`config.mk`:
```
export PLATFORM = sky130hd
export DESIGN_NAME = pc_sequencer
export DESIGN_NICKNAME = d
export VERILOG_FILES = /design/src/rtl/pc_sequencer.sv
export SDC_FILE = /design/constraint.sdc
export NUM_CORES = 1
export LEC_CHECK = 0
export ABC_AREA = 1
export CAP_MARGIN = 20
export CELL_PAD_IN_SITES_DETAIL_PLACEMENT = 1
export CELL_PAD_IN_SITES_GLOBAL_PLACEMENT = 1
export CORE_MARGIN = 4
export CORE_UTILIZATION = 38
export CTS_BUF_LIST = sky130_fd_sc_hd__clkbuf_2
export DETAILED_ROUTE_END_ITERATION = 8
export GPL_ROUTABILITY_DRIVEN = 0
export PLACE_DENSITY = 0.8
export SETUP_SLACK_MARGIN = 0.5
export SLEW_MARGIN = 20
export SYNTH_ARGS = -nofsm -noshare
export SYNTH_HDL_FRONTEND = slang
export SYNTH_SLANG_ARGS = --single-unit
```
`constraint.sdc`:
```
create_clock -name clk -period 2.6 [get_ports clk]
set_clock_uncertainty 0.15 [all_clocks]
set_input_delay 0.52 -clock clk [delete_from_list [all_inputs] [get_ports clk]]
set_output_delay 0.52 -clock clk [all_outputs]
set_load 0.02 [all_outputs]
```
`src/rtl/pc_sequencer.sv`:
```
// Program-counter sequencer: fetches from instruction memory, applies the decoded
// flow op (sequential / jump / conditional branch / halt) and counts redirects.
module pc_sequencer (
    input  logic        clk,
    input  logic        rst_n,
    input  logic        start,
    output logic        fetch_req,
    output logic [11:0] fetch_addr,
    input  logic        fetch_ack,
    input  logic        dec_valid,
    input  logic [1:0]  op,
    input  logic [11:0] immd,
    input  logic        flag,
    input  logic        resume,
    output logic        taken,
    output logic        halted,
    output logic [7:0]  taken_cnt
);

    typedef enum logic [1:0] {
        IDLE     = 2'd0,
        FETCH    = 2'd1,
        WAIT_DEC = 2'd2,
        HALT     = 2'd3
    } state_t;

    localparam logic [1:0] OP_SEQ    = 2'b00;
    localparam logic [1:0] OP_JUMP   = 2'b01;
    localparam logic [1:0] OP_BRANCH = 2'b10;

    state_t      state_q, state_d;
    logic [11:0] pc_q, pc_d;
    logic        taken_q, taken_d;
    logic [7:0]  cnt_q, cnt_d;
    logic [11:0] seqPc, targetPc;

    // Offsets are unsigned; the 12-bit sum wraps, which is how backward targets are reached.
    assign seqPc    = pc_q + 12'd1;
    assign targetPc = pc_q + immd + 12'd1;

    always_comb begin
        state_d = state_q;
        pc_d    = pc_q;
        taken_d = 1'b0;
        unique case (state_q)
            IDLE: begin
                if (start) state_d = FETCH;
            end
            FETCH: begin
                if (fetch_ack) state_d = WAIT_DEC;
            end
            WAIT_DEC: begin
                if (dec_valid) begin
                    state_d = FETCH;
                    case (op)
                        OP_SEQ:    pc_d = seqPc;
                        OP_JUMP: begin
                            pc_d    = targetPc;
                            taken_d = 1'b1;
                        end
                        OP_BRANCH: begin
                            pc_d    = flag ? targetPc : seqPc;
                            taken_d = flag;
                        end
                        default:   state_d = HALT;
                    endcase
                end
            end
            HALT: begin
                if (resume) begin
                    pc_d    = seqPc;
                    state_d = FETCH;
                end
            end
            default: state_d = IDLE;
        endcase
        cnt_d = (taken_d && (cnt_q != 8'hFF)) ? cnt_q + 8'd1 : cnt_q;
    end

    always_ff @(posedge clk or negedge rst_n) begin
        if (!rst_n) begin
            state_q <= IDLE;
            pc_q    <= 12'h000;
            taken_q <= 1'b0;
            cnt_q   <= 8'h00;
        end else begin
            state_q <= state_d;
            pc_q    <= pc_d;
            taken_q <= taken_d;
            cnt_q   <= cnt_d;
        end
    end

    // Decoded straight from the state register so reset drops them without a clock edge.
    assign fetch_req  = (state_q == FETCH);
    assign halted     = (state_q == HALT);
    assign fetch_addr = pc_q;
    assign taken      = taken_q;
    assign taken_cnt  = cnt_q;

endmodule

```
### After elaboration in Yosys (flattened, before gate mapping)

Index checks and enable logic that the tools add are counted.

| storage, ports and cells | value |
|---|---|
| input port bits | 21 |
| register bits after elaboration | 23 |

| cells by class | value |
|---|---|
| add/sub/neg operators | 4 |
| mux-type cells | 14 |
| reduce and logical (&&, ||, !) cells | 7 |
| equality and inequality tests | 11 |

Operator list:

| operator | count |
|---|---|
| 12-bit two-way mux | 3 |
| 12-bit one-hot mux with 3 select lines | 1 |
| 12-bit by 1-bit adder with 12-bit output (second input constant) | 2 |
| 12-bit one-hot mux with 2 select lines | 1 |
| 12-bit adder | 1 |
| 2-bit two-way mux | 5 |
| 8-bit by 1-bit adder with 8-bit output (second input constant) | 1 |
| 8-bit inequality test (second input constant) | 1 |
| 2-bit one-hot mux with 4 select lines | 1 |
| 4-bit AND reduction | 2 |
| 2-bit equality test (second input constant) | 3 |
| 2-bit inequality test (second input constant) | 3 |
| 2-bit by 1-bit equality test with 1-bit output (second input constant) | 2 |
| 2-bit logical NOT | 2 |
| 4-bit by 3-bit inequality test with 1-bit output (second input constant) | 1 |
| 3-bit OR reduction | 1 |
| 1-bit two-way mux | 2 |
| 2-bit by 1-bit inequality test with 1-bit output (second input constant) | 1 |
| 1-bit one-hot mux with 2 select lines | 1 |
| 2-bit nonzero test | 1 |
| 1-bit logical AND | 1 |

### Longest topological paths before layout

| depth | value |
|---|---|
| depth in word-level cells | 6 |
| depth in mapped cells | 10 |
| gate-level depth less buffers | 10 |

### Worst setup path before layout

Ideal clock, no wire load.

| timing | value |
|---|---|
| kind | register -> register |
| start | register pc_q[0] (netlist: fetch_addr[0]) |
| end | register pc_q[6] (netlist: fetch_addr[6]) |
| library setup time | 0.077 ns |
| path slack | 0.564 ns |
| buffers on the path | 0 |
| required time | 2.373 ns |
| data arrival time | 1.808 ns |
| cell stages (with the launch flop) | 9 |
| path through | dfrtp_1 > inv_2 > ha_1 > fa_1 > nor3_1 > nor2_1 > nand2_1 > nand3_1 > a21oi_1 |

| between the ends | value |
|---|---|
| longest elaborated chain between the ends | 6 |
| elaborated cells on any way between the ends | 8 |

Ends and longest elaborated chain:

| item | line | text |
|---|---|---|
| from (decl) | 32 | `logic [11:0] pc_q, pc_d;` |
| from (signal assigned) | 88 | `pc_q <= pc_d;` |
| 12-bit adder | 39 | `assign targetPc = pc_q + immd + 12'd1;` |
| 12-bit by 1-bit adder with 12-bit output | 39 |  |
| 12-bit two-way mux | 62 | `pc_d = flag ? targetPc : seqPc;` |
| 12-bit one-hot mux with 3 select lines | 55 | `case (op)` |
| 12-bit two-way mux | 53 | `if (dec_valid) begin` |
| 12-bit one-hot mux with 2 select lines * | 45 | `unique case (state_q)` |

Every way passes the cells marked *; elsewhere a longest branch is shown, timed or not. The select of a mux whose other input is x is not followed.
A chain may end at the register's enable or synchronous reset.

### Final worst setup path

| timing | value |
|---|---|
| start | input port immd[0] |
| end | register pc_q[6] (netlist: fetch_addr[6]) |

| between the ends | value |
|---|---|
| longest elaborated chain between the ends | 6 |

Ends and longest elaborated chain:

| item | line | text |
|---|---|---|
| from (decl) | 12 | `input logic [11:0] immd,` |
| 12-bit adder * | 39 |  |
| 12-bit by 1-bit adder with 12-bit output * | 39 |  |
| 12-bit two-way mux | 62 |  |
| 12-bit one-hot mux with 3 select lines * | 55 |  |
| 12-bit two-way mux * | 53 |  |
| 12-bit one-hot mux with 2 select lines * | 45 |  |

Marks and branches as above.

==> impl_metrics.py <==
metrics = {
    "run_status": {
        "status": "finished, final reports clean",
    },
    "setup_path": {
        "setup.worst_path.end_class": "register",
        "worst_ep_required_time_ps": 2740,
        "timing.reg2reg.setup_slack_ps": 460,
        "timing.critical_path.from_type": "primary input",
        "timing_worst_setup_path_type": "primary input to register",
        "worst_case_reg_to_reg_path_depth": 9,
        "worst_r2r_startpoint": "state_q[0]",
        "timing.rr.end": "fetch_addr[6]",
        "cp_max_fo": 4,
        "crit_arrival_ps": 2280,
        "crit_start": "immd[0]",
    },
    "finish": {
        "share_of_post_route_cells_with_drive_strength_above_1": 0.251,
        "final_cell_mix": "nand2_1, inv_1, nor2_1, nand3_1, clkdlybuf4s50_1",
        "syn2layout_area_growth_pct": 36.8,
        "number_of_diodes": 0,
        "num-nets-final": 420,
        "post_layout_nonfiller_instances": 447,
        "leading_cell_type_in_the_layout_fill_and_taps_excluded": "nand2_1",
    },
    "clock_network": {
        "cts-root-buf": "clkbuf_2",
        "cts.hold.buffers_added": 0,
        "clock_buffers_created_by_tritoncts": 3,
        "ctsHtreeMaxLevel": 1,
        "clock-sinks": 23,
        "tritoncts_clock_tree": "built",
        "worst_setup_hold_path_clk_slew_ps": 230,
        "clock_tree.buffer_depth": 2,
        "worstSkewPairLatency_ps": 350,
    },
    "grt": {
        "top_usage_layer": "met2",
        "grt_util_met1": 0.259,
        "overflow": 0,
        "overall_routing_resource_usage": 0.200,
        "grt_max_degree": 24,
        "antenna_found_initial": 0,
        "grt_pass1_vias": 2390,
        "grt.met3_usage": 0.0275,
        "met2_track_usage_gr": 0.351,
        "grt_pass1_wl_um": 11700,
    },
    "floorplan": {
        "fp.dieArea_sq_um": 7130,
        "num_rows": 27,
        "initial_core_util": 0.398,
        "die-height_um": 84.4,
        "top_level_ports": 44,
        "core_area_sq_um": 5570,
        "die_w_um": 84.4,
    },
    "power_and_ir_drop": {
        "worst_ir_drop_vdd_mv": 0.426,
        "powerDensity_nw_per_um2": 828,
        "power.leakage_nw": 1.59,
    },
    "timing": {
        "max-slew-margin-rel": 0.785,
        "hold_viol": 0,
        "report.final.setup_viol": 0,
        "grt_setup_unrepaired": "true",
        "measured_slew_at_the_worst_slew_check_pin_ps": 320,
        "finalMaxSlewViolations": 0,
        "fin_crit_sh": 0.823,
        "period_needed_ps": 2140,
        "top_achievable_clock_speed_mhz": 467,
        "final_critical_path_setup_slack_ps": 460,
    },
    "job": {
        "max_cap_violations": 0,
    },
    "yosys": {
        "synth.largest_area_cell": "dfrtp_1",
        "syn_avg_cell_area_sq_um": 7.16,
        "yosysUniqueCellTypes": 34,
        "syn_inst": 310,
        "synth_fp_nets": 354,
        "synthTopCellsByArea": "dfrtp_1, nand2_1, ha_1, inv_1, nand3_1",
        "synth.cell_area_sq_um": 2220,
        "netlist.area_leader.share": 0.259,
        "postSynthRegisterBits": 23,
        "ys_seq_area_frac": 0.259,
        "ys_warn_count": 0,
    },
    "routing": {
        "drc_errors": 0,
        "drt_first_pass_iters": 4,
        "drt_first_iter_violations": 139,
        "drt.antenna.violating_nets": 0,
        "avgViaCountPerCell": 5.12,
        "post_drt_wl_per_cell_um": 16.0,
        "wirelength_um": 7130,
        "dr_total_vias": 2289,
    },
    "placement": {
        "place_ws_ps": -22.6,
        "placedCellCount": 427,
        "io_buffer_count": 43,
        "post-dp-hpwl_um": 5230,
    },
    "worst_hold_path": {
        "holdCritPathClass": "primary input to asynchronous set/reset pin",
    },
}
[worst max-delay path by stage]
stage,end,cells past startpoint
final,fetch_addr[6],9
after global routing,fetch_addr[6],9
after CTS,fetch_req,3
after detailed placement,fetch_addr[6],11
after global placement,fetch_addr[6],9
after floorplan,fetch_addr[6],8
[worst max-delay path, stage by stage]
cell and delay [ps]:
clkdlybuf4s50_1 450, inv_1 40, ha_1 200, fa_2 410, nor3_2 160, nor2_1 70
nand2_1 60, nand3_1 150, a21oi_2 220
[flip-flops by register name (all words and copies together), names as in the netlist]
signal	flops
taken_cnt	8
state_q	2
fetch_addr	12
taken	1
[kinds of logic after synthesis]
| group | count (synthesis) | synth area share |
|---|---|---|
| AO/OA/AOI/OAI | 42 | 0.122 |
| flip-flops | 23 | 0.259 |
| buffers and inverters | 51 | 0.0902 |
| adder cells (fa/ha/maj) | 23 | 0.133 |
| multiplexers | 1 | 0.00507 |
| XOR/XNOR | 9 | 0.0355 |
| AND/OR/NAND/NOR | 161 | 0.355 |
[through the flow]
step	power, W	hold WS [ps]	util	setup TNS, ps	instance area, sq um
finish	0.00251	339	0.545	0	3040
global route	0.00273	334	0.545	0	3040
CTS	0.00242	351	0.527	0	2940
detailed placement	0.00212	340	0.499	-22.6	2780
global placement	0.00206	333	0.499	0	2780
floorplan	0.00158	74.4	-	0	2220
[power breakdown]
part	internal (W)	switching, W	leakage (nW)
clock network	0.0000406	0.000113	0.0166
logic	0.000771	0.000993	1.29
registers	0.000464	0.000133	0.285
total	0.00128	0.00124	1.59
[repair_timing]
| action | in CTS | in global routing |
|---|---|---|
| buffers inserted | 11 | 4 |
| endpoints found under the setup margin | 24 | 18 |
| resized for setup | 32 | 28 |
| pin swaps | 4 | 1 |
| gates cloned | 1 | 0 |
[Yosys cell counts, drive strengths merged]
library cell,instances
fa,1
xor2,2
o21bai,3
o21ai,12
inv,49
a22oi,1
nand3b,3
dfrtp,23
o22ai,5
ha,22
nor3,2
a31oi,3
and2,1
nor2,36
nand4,7
nand2,87
buf,2
nand3,25
a21oi,18
xnor2,7
mux2,1
[layout make-up]
| type | instances | area, sq um |
|---|---|---|
| multi-input cells | 236 | 1530 |
| clock buffers | 4 | 20.0 |
| fillers | 722 | 2540 |
| flip-flops and latches | 23 | 588 |
| inverters | 49 | 184 |
| well taps | 72 | 90.1 |
| repair buffers | 63 | 624 |
[layer usage]
| layer | wire (um) | share of wire | vias up |
|---|---|---|---|
| met5 | 0 | 0 | - |
| met4 | 212 | 0.030 | 0 |
| met1 | 3070 | 0.43 | 1087 |
| li1 | - | - | 1132 |
| met2 | 3560 | 0.50 | 54 |
| met3 | 290 | 0.041 | 16 |
Power figures use the tool's default switching activity.
